## src/rtl/sdram_arbiter.sv

```systemverilog
// Two-port arbiter in front of the SDRAM controller's request/response port.
// Round-robin by default; define SDRAM_ARB_FIXED_PRIO_EN to give port 0 fixed priority.
module sdram_arbiter #(
    parameter int unsigned DEPTH  = 4,
    parameter int unsigned ADDR_W = 24,
    parameter int unsigned DATA_W = 16
) (
    input  logic              clk,
    input  logic              rst,
    input  logic              s0_avalid,
    output logic              s0_aready,
    input  logic              s0_awe,
    input  logic [ADDR_W-1:0] s0_aaddr,
    input  logic [DATA_W-1:0] s0_adata,
    output logic              s0_bvalid,
    output logic              s0_bwe,
    output logic [DATA_W-1:0] s0_bdata,
    input  logic              s1_avalid,
    output logic              s1_aready,
    input  logic              s1_awe,
    input  logic [ADDR_W-1:0] s1_aaddr,
    input  logic [DATA_W-1:0] s1_adata,
    output logic              s1_bvalid,
    output logic              s1_bwe,
    output logic [DATA_W-1:0] s1_bdata,
    output logic              m_avalid,
    input  logic              m_aready,
    output logic              m_awe,
    output logic [ADDR_W-1:0] m_aaddr,
    output logic [DATA_W-1:0] m_adata,
    input  logic              m_bvalid,
    input  logic              m_bwe,
    input  logic [DATA_W-1:0] m_bdata,
    output logic              busy,
    output logic              err
);

    localparam int unsigned PTR_W = (DEPTH > 1) ? $clog2(DEPTH) : 1;
    localparam int unsigned CNT_W = PTR_W + 1;

    logic              chosen_c;
    logic              chosen_valid_c;
    logic              tag_full_c;
    logic              push_c;
    logic              pop_c;
    logic              lock_q;
    logic              lock_port_q;
    logic [DEPTH-1:0]  tag_q;
    logic [PTR_W-1:0]  wr_ptr_q;
    logic [PTR_W-1:0]  rd_ptr_q;
    logic [CNT_W-1:0]  count_q;
`ifndef SDRAM_ARB_FIXED_PRIO_EN
    logic              last_q;
`endif

    // Port selection: a stalled command keeps its grant until it transfers.
    always_comb begin
        chosen_c = 1'b0;
        if (lock_q) begin
            chosen_c = lock_port_q;
        end else if (s0_avalid && s1_avalid) begin
`ifdef SDRAM_ARB_FIXED_PRIO_EN
            chosen_c = 1'b0;
`else
            chosen_c = ~last_q;
`endif
        end else begin
            chosen_c = s1_avalid;
        end
    end

    assign tag_full_c     = (count_q == CNT_W'(DEPTH));
    assign chosen_valid_c = chosen_c ? s1_avalid : s0_avalid;
    assign m_avalid       = chosen_valid_c && !tag_full_c;
    assign m_awe          = chosen_c ? s1_awe   : s0_awe;
    assign m_aaddr        = chosen_c ? s1_aaddr : s0_aaddr;
    assign m_adata        = chosen_c ? s1_adata : s0_adata;
    assign s0_aready      = m_aready && !tag_full_c && !chosen_c && s0_avalid;
    assign s1_aready      = m_aready && !tag_full_c &&  chosen_c && s1_avalid;
    assign push_c         = m_avalid && m_aready;
    assign pop_c          = m_bvalid && (count_q != '0);
    assign busy           = (count_q != '0);

    // Tag FIFO, grant lock, round-robin state and registered response routing.
    always_ff @(posedge clk or posedge rst) begin
        if (rst) begin
            tag_q       <= '0;
            wr_ptr_q    <= '0;
            rd_ptr_q    <= '0;
            count_q     <= '0;
            lock_q      <= 1'b0;
            lock_port_q <= 1'b0;
`ifndef SDRAM_ARB_FIXED_PRIO_EN
            last_q      <= 1'b0;
`endif
            s0_bvalid   <= 1'b0;
            s0_bwe      <= 1'b0;
            s0_bdata    <= '0;
            s1_bvalid   <= 1'b0;
            s1_bwe      <= 1'b0;
            s1_bdata    <= '0;
            err         <= 1'b0;
        end else begin
            if (push_c) begin
                tag_q[wr_ptr_q] <= chosen_c;
                wr_ptr_q        <= wr_ptr_q + 1'b1;
            end
            if (pop_c) begin
                rd_ptr_q <= rd_ptr_q + 1'b1;
            end
            count_q <= count_q + CNT_W'(push_c) - CNT_W'(pop_c);

            if (push_c) begin
                lock_q <= 1'b0;
            end else if (m_avalid) begin
                lock_q      <= 1'b1;
                lock_port_q <= chosen_c;
            end
`ifndef SDRAM_ARB_FIXED_PRIO_EN
            if (push_c) begin
                last_q <= chosen_c;
            end
`endif

            s0_bvalid <= pop_c && !tag_q[rd_ptr_q];
            s1_bvalid <= pop_c &&  tag_q[rd_ptr_q];
            if (pop_c) begin
                if (tag_q[rd_ptr_q]) begin
                    s1_bwe   <= m_bwe;
                    s1_bdata <= m_bdata;
                end else begin
                    s0_bwe   <= m_bwe;
                    s0_bdata <= m_bdata;
                end
            end

            // A response with nothing outstanding is a protocol error; sticky until reset.
            if (m_bvalid && (count_q == '0)) begin
                err <= 1'b1;
            end
        end
    end

endmodule

```

## config.mk

```make
export PLATFORM = sky130hd
export DESIGN_NAME = sdram_arbiter
export DESIGN_NICKNAME = d
export VERILOG_FILES = /design/src/rtl/sdram_arbiter.sv
export SDC_FILE = /design/constraint.sdc
export NUM_CORES = 1
export LEC_CHECK = 0
export CORE_MARGIN = 4
export CORE_UTILIZATION = 38
export DETAILED_ROUTE_END_ITERATION = 8
export PLACE_DENSITY = 0.86
export SLEW_MARGIN = 20
export SYNTH_ARGS = -nofsm -noshare
export SYNTH_HDL_FRONTEND = slang
export SYNTH_SLANG_ARGS = --single-unit
```

## constraint.sdc

```tcl
create_clock -name clk -period 8.2 [get_ports clk]
set_clock_uncertainty 0.1 [all_clocks]
set_input_delay 2.46 -clock clk [delete_from_list [all_inputs] [get_ports clk]]
set_output_delay 2.46 -clock clk [all_outputs]
set_load 0.05 [all_outputs]
```

[Yosys cells after proc, flatten, opt, wreduce, memory -nomap -nowiden]
Index checks and enable logic that the tools add are counted.
Word-level totals
  bits in registers: 51
  bits of input ports: 105
  output and inout bits: 82
  logic and storage cells: 60
Operators by class
  $add $sub $neg: 4
  $lt $le $gt $ge: 3
  equality and inequality tests: 1
  mux-type cells: 13
  bitwise logic cells: 3
  reductions and logical operators: 22
Operators by type and width (count)
  $mux 24: 1
  $mux 16: 1
  $logic_and 1x1->1: 13
  $mux 1: 8
  $lt 2x3->1 const B: 2
  $reduce_and 2->1: 3
  $add 2x1->2 const B: 2
  $bwmux 4: 1
  $add 3x1->3: 1
  $eq 3x3->1 const B: 1
  $logic_not 1->1: 3
  $logic_not 3->1: 1
  $not 1->1: 3
  $reduce_bool 3->1: 1
  $sub 3x1->3: 1
  $bmux 1 s2: 1
  $demux 1 s2: 1
  $ge 2x1->1 const B: 1
  $reduce_bool 2->1: 1

[Longest topological paths before layout]
Gate-level depths: netlist (run 1).
  depth after elaboration: 8
  gate-level depth with buffers: 9
  gate-level depth less buffers: 9

[Worst setup path before layout (run 1)]
OpenSTA, ideal clock, no wires.
  path type: input port to output port
  from: input s1_avalid
  to: output s1_aready
  arrival time: 4.588 ns
  data required time: 5.640 ns
  path slack: 1.052 ns
  stages on the path: 6
  buffers on the path: 2
  path through: inv_1 a211oi_1 a21oi_1 buf_2 buf_4 nor4_1
Between the ends
  cells in the longest elaborated chain, start to end: 5
RTL lines
  start, declared: line 18  | input logic s1_avalid,
  $logic_and 1x1->1: line 61  | end else if (s0_avalid && s1_avalid) begin
  $mux 1: line 61
  $mux 1: line 59  | if (lock_q) begin
  $logic_and 1x1->1: line 79  | assign s1_aready = m_aready && !tag_full_c && chosen_c && s1_avalid;
  $logic_and 1x1->1 (*): line 79
  end, declared: line 19  | output logic s1_aready,
Every way passes the cells marked *; elsewhere a longest branch is shown, timed or not.

[Worst setup path in the final report (run 1)]
  from: input s0_avalid
  to: output m_aaddr[18]
Between the ends
  cells in the longest elaborated chain, start to end: 4
RTL lines
  start, declared: line 10  | input logic s0_avalid,
  $logic_and 1x1->1: line 61
  $mux 1: line 61
  $mux 1: line 59
  $mux 24: line 76  | assign m_aaddr = chosen_c ? s1_aaddr : s0_aaddr;
  end, declared: line 29  | output logic [ADDR_W-1:0] m_aaddr,
Every way passes these cells.

==> impl_results.md, run 1 <==
* Fin crit share at between 90 and 100%
* PD cells at approximately 460 mW/mm^2
* Die width at approximately 92 um
* Vias post-DR at roughly 2300
* Grt met1 use at between 20% and 30%
* Top delay family on crit path: buffers and inverters
* Final Hold Viols at 0
* Buf+Inv Stages, Crit Path at 3
* Final Util at ~70%
* Post-synth cell types at 31
* Clk Latency, worst-skew pair at between 0.2 and 0.3 ns
* Slew Limit Fails at 0
* Startpoint types: primary input
* Status: completed
* Grt met3 use at 5.82%
* Vias in the first global route at about 2500
* Post_cts resized at 0
* CTS tree: done
* Met2 Resource Use GR at about 33%
* Synth Warn # at 0
* Synth Net Count at slightly above 300
* Root Buffer: clkbuf_8
* Critical Path AT at 5.18 ns
* Asr flop ratio synth at between 90% and 100%
* Gr busiest metal: met2
* Final setup fails at 0
* GRT Total Usage at between 15 and 20%
* Total core area at around 0.007 sq mm
* Highest-delay cell along the critical path: clkdlybuf4s50_1
* Max Fanout on Critical Path at 27
* Seq/Total Area, Yosys at 47.4%
* Unrepaired setup endpoints after global routing: false
* Setup TNS at 0 ns
* Filler cells at ~540
* H-tree depth at 2
* Std cell rows at 30
* Hpwl dp at 6670 um
* Area delta synth->final at 75.2%
* Top Ports at 187
* Most common cell on crit path: clkdlybuf4s50_1
* Slew HR at a little over two fifths
* Area of the multi-input gates at 0.00132 sq mm
* Average cell area after synthesis at between 10 and 15 sq um
* Max cap viols at 0
* Effective utilization at floorplan at around 39%
* CTS Sinks at a little over 50
* Leakage at roughly 1.9 nW
* Pin count of the biggest net entering global routing at 52
* Final wirelength at 8000 um
* Net count, final at 493
* RD Place Congestion at between 0.8 and 0.9
* Crit path kind: in2out
* Antenna violations before repair at 0
* CTS Buffer Depth at 2
* DRT iter0 DRCs at 34
* Slowest stage delay, CP at 0.72 ns
* Port Buffers at approximately 190
* CP endpoint kind: output port
* Number of synthesized flops with an enable pin at 0
* Worst-Margin Slew at 0.873 ns
* Ant diodes at 0
* Peak supply drop at between 0.15 and 0.2 mV
* First-pass DRT Iterations at 4
* Prevailing post-synth register cell: dfrtp_1
* First-pass GRT wire length at approximately 12000 um
* Inst Count DP at 470
* Die Y at between 90 and 100 um
* Worst-path clk slew at around 0.080 ns
* Routed length per instance at roughly 17 um
* Share of cells above drive strength 1 at a little under a quarter
* Register area at 0.00128 sq mm
* Antenna Nets Post-Route at 0
* Hold Crit Class: reg2reg
* Vias per Instance at 4.79
* Congestion Overflow GR at 0
* CTS buffer count at 5
* Setup bufs post-CTS at 0
* Post-route insts no fill at approximately 480
* Minimum clock period at just under 8 ns
* Max Clock Freq at roughly 0.13 GHz
* Critical-path cell list: clkdlybuf4s50_1 -> a211oi_1 -> a21oi_4 -> buf_12 -> mux2_2 -> clkdlybuf4s50_1
* Die area at 0.00850 sq mm
* Remaining DRCs at 0
* Synthesized cell area at 0.00270 sq mm
* Hold_buf cts at 0
* Post-Syn Instances at a little under 200
* FF+latch count, synth at ~50
* Worst path required time at 5.64 ns
==> cell type report <==
cell class | count | area share (%)
Inverter | 12 | 0.981
Sequential cell | 51 | 27.0
Clock inverter | 1 | 0.106
Multi-Input combinational cell | 124 | 27.9
Timing Repair Buffer | 187 | 39.9
Clock buffer | 7 | 1.62
Tap cell | 96 | 2.54
==> sequential cells by signal, indices dropped and copies added, names as in the netlist, 2 cells and up <==
signal / count
rd_ptr_q: 2
s0_bdata: 16
tag_q: 4
wr_ptr_q: 2
s1_bdata: 16
count_q: 3
==> per-layer routing <==
| metal | wire length [um] | vias to the layer above |
|---|---|---|
| met3 | 577 | 18 |
| met2 | 4260 | 107 |
| met5 | 0 | - |
| met4 | 197 | 0 |
| li1 | - | 1066 |
| met1 | 2970 | 1100 |
==> per-stage QoR <==
step,total power [mW],cell area [sq um],setup slack [ns],hold slack [ns]
3_5_place_dp,2.04,4640,0.454,0.368
4_1_cts,2.18,4720,0.436,0.388
6_report,2.16,4720,0.459,0.385
2_1_floorplan,1.56,2700,1.05,0.353
3_3_place_gp,2.01,4640,0.499,0.371
5_1_grt,2.26,4720,0.278,0.404
==> cell families (layout without fill, tap and decap cells) <==
kind of cell,count (synthesis),count (layout),synth area share [%]
DFF,51,51,47.4
buffers and inverters,20,207,4.27
AOI/OAI and AO/OA,20,20,5.34
muxes,77,77,33.8
adders and majority gates,7,7,3.53
and+or+nand+nor,15,15,4.09
xor gates and xnor gates,5,5,1.62
==> power by group <==
| group | leakage [nW] | internal [mW] | switching, mW |
|---|---|---|---|
| clock | 0.0422 | 0.0600 | 0.0737 |
| sequential | 0.596 | 0.383 | 0.0801 |
| combinational | 1.29 | 0.626 | 0.934 |
==> placed cells by master (no fill, tap or decap), types with 2 or more instances in the layout <==
master	count
ha_1	6
xnor2_1	5
a31oi_1	6
clkbuf_1	2
mux2_4	9
a21oi_1	5
nor3b_1	2
o21ai_0	3
mux2_1	2
mux2_2	64
clkdlybuf4s50_1	186
clkbuf_8	5
nand2_4	2
clkinv_2	2
nand2_1	3
nor2_1	3
dfrtp_1	51
inv_1	11
==> Yosys cell counts (all sizes together) (2+ instances only) <==
cell   number  share of area, %
nor3b       2              0.56
dfrtp      51                47
a31oi       6               1.4
inv        12               1.7
ha          6               2.8
o21ai       3              0.56
nand2       5               1.3
buf         8               2.6
nor2        4               1.2
xnor2       5               1.6
a21oi       6               1.1
mux2       75                33
==> final timing paths <==
path                              from            to  slack [ns]  cells after the start
max                          s0_avalid   m_aaddr[18]        0.46                      6
min                        rd_ptr_q[1]   rd_ptr_q[1]        0.38                      1
max reg2reg                 count_q[1]    count_q[2]        5.67                      6
min reg2reg                rd_ptr_q[1]   rd_ptr_q[1]        0.38                      1
max in group asynchronous          rst        lock_q        4.97                      2
min in group asynchronous          rst  s0_bdata[10]        2.53                      2
Power figures use the tool's default switching activity.
==> run 2: changes to the inputs <==
- clock period: 8.2 -> 10 ns (I/O delays scaled with it)
==> run 2 against run 1 <==
  * Critical endpoint is now m_adata[8]
  * Global-route usage increased by 0.41 points
  * Largest power group unchanged
  * Combinational power shrank 18%
  * Clock-buffer cell count down 1
  * Total power is 16% lower
  * Clock power grew 12%
  * Sequential cell count did not move
  * Non-clock buffer count unchanged
  * Critical path type unchanged
  * Largest cell class unchanged
  * Die area unchanged
  * Sequential share of layout area decreased by 0.23 points
  * Core utilization is 0.59 points higher
  * Cell count unchanged
  * Routed wire length grew 2.6%
==> impl_results.md, run 2 (synthesized netlist as in run 1, its figures left out) <==
* Setup bufs post-CTS at 0
* Vias post-DR at roughly 2300
* Routed length per instance at approximately 17 um
* Die area at between 0.008 and 0.009 sq mm
* CTS tree: done
* Antenna Nets Post-Route at 0
* Net count, final at roughly 500
* CTS Buffer Depth at 2
* Slew Limit Fails at 0
* Top Ports at 187
* Critical-path cell list: clkdlybuf4s50_1 -> a211oi_1 -> a21oi_4 -> buf_12 -> mux2_2 -> clkdlybuf4s50_1
* Final Util at 69.7%
* Net switching power of the design at 0.901 mW
* Antenna violations before repair at 0
* Int Pwr at 0.909 mW
* Final Hold Viols at 0
* Highest-delay cell along the critical path: clkdlybuf4s50_1
* Std cell rows at 30
* Minimum clock period at approximately 8.7 ns
* Die Y at 92.2 um
* Slew HR at about 42%
* DRT iter0 DRCs at 32
* Unrepaired setup endpoints after global routing: false
* Combinational power share at between 70% and 80%
* Top delay family on crit path: buffers and inverters
* CP endpoint kind: output port
* Pin count of the biggest net entering global routing at 52
* First-pass DRT Iterations at 4
* Buf+Inv Stages, Crit Path at 3
* Hold_buf cts at 0
* Top flop regs: s0_bdata x16, s1_bdata x16, tag_q x4
* CTS buffer count at 5
* Final setup fails at 0
* Worst path required time at 6.90 ns
* Area delta synth->final at 76.6%
* CTS Sinks at 51
* Vias per Instance at 4.76
* Ant diodes at 0
* Worst-path clk slew at approximately 0.09 ns
* Total core area at a little under 0.007 sq mm
* Worst-Margin Slew at a little under 0.9 ns
* Switching Share at 49.8%
* Post-route insts no fill at roughly 480
* Vias in the first global route at roughly 2500
* Congestion Overflow GR at 0
* Share of cells above drive strength 1 at approximately a quarter
* Port Buffers at 186
* Max Clock Freq at 0.115 GHz
* RD Place Congestion at between 0.7 and 0.8
* Most common cell after layout, fill and taps aside: clkdlybuf4s50_1
* Most common cell on crit path: clkdlybuf4s50_1
* Clk Latency, worst-skew pair at about 0.30 ns
* Max cap viols at 0
* Setup TNS at 0 ns
* Inst Count DP at between 400 and 500
* PD cells at approximately 380 mW/mm^2
* Crit path kind: in2out
* Leakage at 1.95 nW
* Slowest stage delay, CP at ~0.71 ns
* Hold Crit Class: reg2reg
* Startpoint types: primary input
* H-tree depth at 2
* First-pass GRT wire length at 12800 um
* Die width at ~90 um
* Final wirelength at roughly 8200 um
* Hpwl dp at a little under 7000 um
* Root Buffer: clkbuf_8
* Clock network fraction of total power at ~8.3%
* Seq pwr share at a little over a fifth
* GRT Total Usage at between 10% and 20%
* Fin crit share at between 80% and 90%
* Post_cts resized at 0
* Max Fanout on Critical Path at 34
* Peak supply drop at roughly 0.19 mV
* Most frequent cells in the layout: clkdlybuf4s50_1, mux2_2, dfrtp_1, inv_1, mux2_4
* Status: completed
* Critical Path AT at 5.57 ns
* Remaining DRCs at 0
* Effective utilization at floorplan at between 30% and 40%
-- run 2: worst paths after layout --
kind / startpoint / end / slack, ns / cells after the start
min reg2reg: err / err / 0.40 / 1
max in group asynchronous: rst / s0_bdata[14] / 6.22 / 2
max: s0_avalid / m_adata[8] / 1.33 / 6
min in group asynchronous: rst / s0_bdata[10] / 3.06 / 2
min: err / err / 0.40 / 1
max reg2reg: count_q[1] / count_q[2] / 7.45 / 6
-- run 2: layout make-up --
class                           instances  area (sq um)
Sequential cell                        51          1280
Timing Repair Buffer                  187          1880
Clock buffer                            6          82.6
Inverter                               12          46.3
Multi-Input combinational cell        124          1320
Fill cell                             539          2070
Tap cell                               96           120
Clock inverter                          2          38.8
-- run 2: power by group through the flow --
stage / clock network, mW / logic, mW / registers [mW]
final: 0.150 / 1.28 / 0.381
after global routing: 0.162 / 1.34 / 0.396
after CTS: 0.154 / 1.29 / 0.382
after detailed placement: 0 / 1.29 / 0.385
after global placement: 0 / 1.27 / 0.378
after floorplan: 0 / 0.645 / 0.637
-- run 2: metrics by stage --
stage / hold WS [ns] / setup slack [ns] / cell area, sq um / power [mW]
2_1_floorplan: 0.353 / 1.77 / 2700 / 1.28
3_3_place_gp: 0.367 / 1.36 / 4640 / 1.65
3_5_place_dp: 0.381 / 1.31 / 4640 / 1.67
4_1_cts: 0.397 / 1.30 / 4760 / 1.83
5_1_grt: 0.420 / 1.20 / 4760 / 1.89
6_report: 0.397 / 1.33 / 4760 / 1.81
-- run 2: layer usage --
| metal | part of all wire (%) | track usage (%) | wire (um) |
|---|---|---|---|
| met1 | 37 | 19.9 | 3000 |
| met2 | 53 | 35.2 | 4370 |
| met3 | 8.1 | 7.05 | 666 |
| met4 | 2.1 | 4.08 | 171 |
| met5 | 0 | 0 | 0 |
==> run 3: changes to the inputs <==
- CORE_MARGIN: 4 -> 2
==> run 3 against run 2 <==
  * Worst hold slack got worse by 0.0081 ns
  * Cell count unchanged
  * First-iteration DRC count unchanged
  * Sequential share of layout area increased by 0.21 points
  * Routed wire length decreased by 7.5%
  * Clock-buffer cell count unchanged
  * Total power decreased by 2.6%
  * Sequential power decreased by 1%
  * Critical endpoint is now m_aaddr[10]
  * Largest cell class unchanged
  * Highest routed layer unchanged
==> impl_results.md, run 3 (synthesized netlist as in run 1, its figures left out) <==
* CP endpoint kind: output port
* Top flop regs: s0_bdata x16, s1_bdata x16, tag_q x4
* Reg2Reg Setup Slack at ~7.5 ns
* Hold depth at 1
* Std cell rows at 30
* Worst r2r src: count_q[1]
* Die area at approximately 0.0078 sq mm
* Max Fanout on Critical Path at 26
* Leakage at about 1.9 nW
* Antenna violations before repair at 0
* Ant diodes at 0
* Antenna Nets Post-Route at 0
* First-pass DRT Iterations at 4
* Combinational power share at between 70% and 80%
* Slowest stage delay, CP at approximately 0.72 ns
* Critical-path cell list: clkdlybuf4s50_1 -> a211oi_1 -> a21oi_4 -> buf_12 -> mux2_2 -> clkdlybuf4s50_1
* Most common cell on crit path: clkdlybuf4s50_1
* Top Ports at around 190
* Highest-delay cell along the critical path: clkdlybuf4s50_1
* Post_cts resized at 0
* Clk Latency, worst-skew pair at 0.30 ns
* Register area at about 0.0013 sq mm
* DRT iter0 DRCs at 32
* Port Buffers at 186
* CTS buffer count at 5
* Worst R2R Path Depth at 6
* Filler cells at about 530
* Share of cells above drive strength 1 at a little under a quarter
* First-pass GRT wire length at between 10000 and 15000 um
* CTS tree: done
* Hpwl dp at ~6200 um
* GRT Total Usage at between 10% and 20%
* Max cap viols at 0
* Top delay family on crit path: buffers and inverters
* Area of the multi-input gates at between 0.001 and 0.0015 sq mm
* Remaining DRCs at 0
* Final hold slack at approximately 0.4 ns
* Fin crit share at 88.0%
* Pin count of the biggest net entering global routing at 52
* Unrepaired setup endpoints after global routing: false
* Setup TNS at 0 ns
* Setup bufs post-CTS at 0
* Buf+Inv Stages, Crit Path at 3
* Most frequent cells in the layout: clkdlybuf4s50_1, mux2_2, dfrtp_1, inv_1, mux2_4
* Max Clock Freq at 0.114 GHz
* Effective utilization at floorplan at 39.5%
* Reg2reg end: count_q[2]
* Minimum clock period at 8.80 ns
* Vias in the first global route at 2420
* Vias per Instance at approximately 4.7
* Die width at 88.2 um
* Final Hold Viols at 0
* Hold_buf cts at 0
* Worst-Margin Slew at 0.856 ns
* H-tree depth at 2
* Post-route insts no fill at roughly 480
* Seq pwr share at about a fifth
* RD Place Congestion at 0.740
* Int Pwr at between 0.8 and 0.9 mW
* Peak supply drop at 0.205 mV
* Worst setup path end: m_aaddr[10]
* Inst Count DP at between 400 and 500
* Area delta synth->final at 75.3%
* Final Util at between 60% and 70%
* Die Y at roughly 88 um
* Routed length per instance at about 16 um
* PD cells at about 370 mW/mm^2
* Slew HR at 42.8%
* Net switching power of the design at ~0.89 mW
* Slew Limit Fails at 0
* Root Buffer: clkbuf_8
* Final wirelength at roughly 7600 um
* Worst-path clk slew at approximately 0.08 ns
* CTS Sinks at 51
* Crit path kind: in2out
* Critical Path AT at 5.70 ns
* CP Depth at 6
* Worst path required time at approximately 6.9 ns
* Status: completed
* Switching Share at just over 50%
* Crit path launch: s0_avalid
* Congestion Overflow GR at 0
* Vias post-DR at around 2200
* Most common cell after layout, fill and taps aside: clkdlybuf4s50_1
* Hold Crit Class: reg2reg
* Final setup fails at 0
* CTS Buffer Depth at 2
* Startpoint types: primary input
* Clock network fraction of total power at approximately 6.4%
* Net count, final at 493
* Total core area at slightly below 0.007 sq mm
[run 3: final cells by class]
cell class,count,share of cell area [%]
repair buffers,187,39.8
multi-input cells,124,27.8
flip-flops and latches,51,27.0
well taps,96,2.54
clock buffers,6,1.54
inverters,12,0.980
clock inverters,2,0.265
[run 3: power groups by stage]
stage               registers (mW)  logic [mW]  clock network, mW
floorplan                    0.637       0.645                  0
global placement             0.377        1.27                  0
detailed placement           0.381        1.28                  0
CTS                          0.378        1.29              0.117
global route                 0.389        1.33              0.128
finish                       0.376        1.27              0.113
[run 3: routing by layer]
layer	share of wire (%)	vias to the layer above	track usage (%)
li1	-	1060	-
met1	39	1077	23.3
met2	54	101	33.7
met3	6.4	6	4.10
met4	0.83	0	4.68
met5	0	-	0
[run 3: worst min path at each step]
| stage | startpoint | endpoint | slack, ns |
|---|---|---|---|
| 4_1_cts | rd_ptr_q[1] | rd_ptr_q[1] | 0.39 |
| 3_5_place_dp | rd_ptr_q[1] | rd_ptr_q[1] | 0.37 |
| 5_1_grt | rd_ptr_q[1] | rd_ptr_q[1] | 0.41 |
| 6_report | rd_ptr_q[1] | rd_ptr_q[1] | 0.39 |
| 2_1_floorplan | rd_ptr_q[1] | rd_ptr_q[1] | 0.35 |
| 3_3_place_gp | rd_ptr_q[1] | rd_ptr_q[1] | 0.37 |
[run 3: stage by stage]
step                instance area (sq um)  setup slack, ns  power [mW]
finish                               4720             1.20        1.76
global route                         4720             1.07        1.85
CTS                                  4720             1.18        1.78
detailed placement                   4640             1.19        1.66
global placement                     4640             1.24        1.64
floorplan                            2700             1.77        1.28
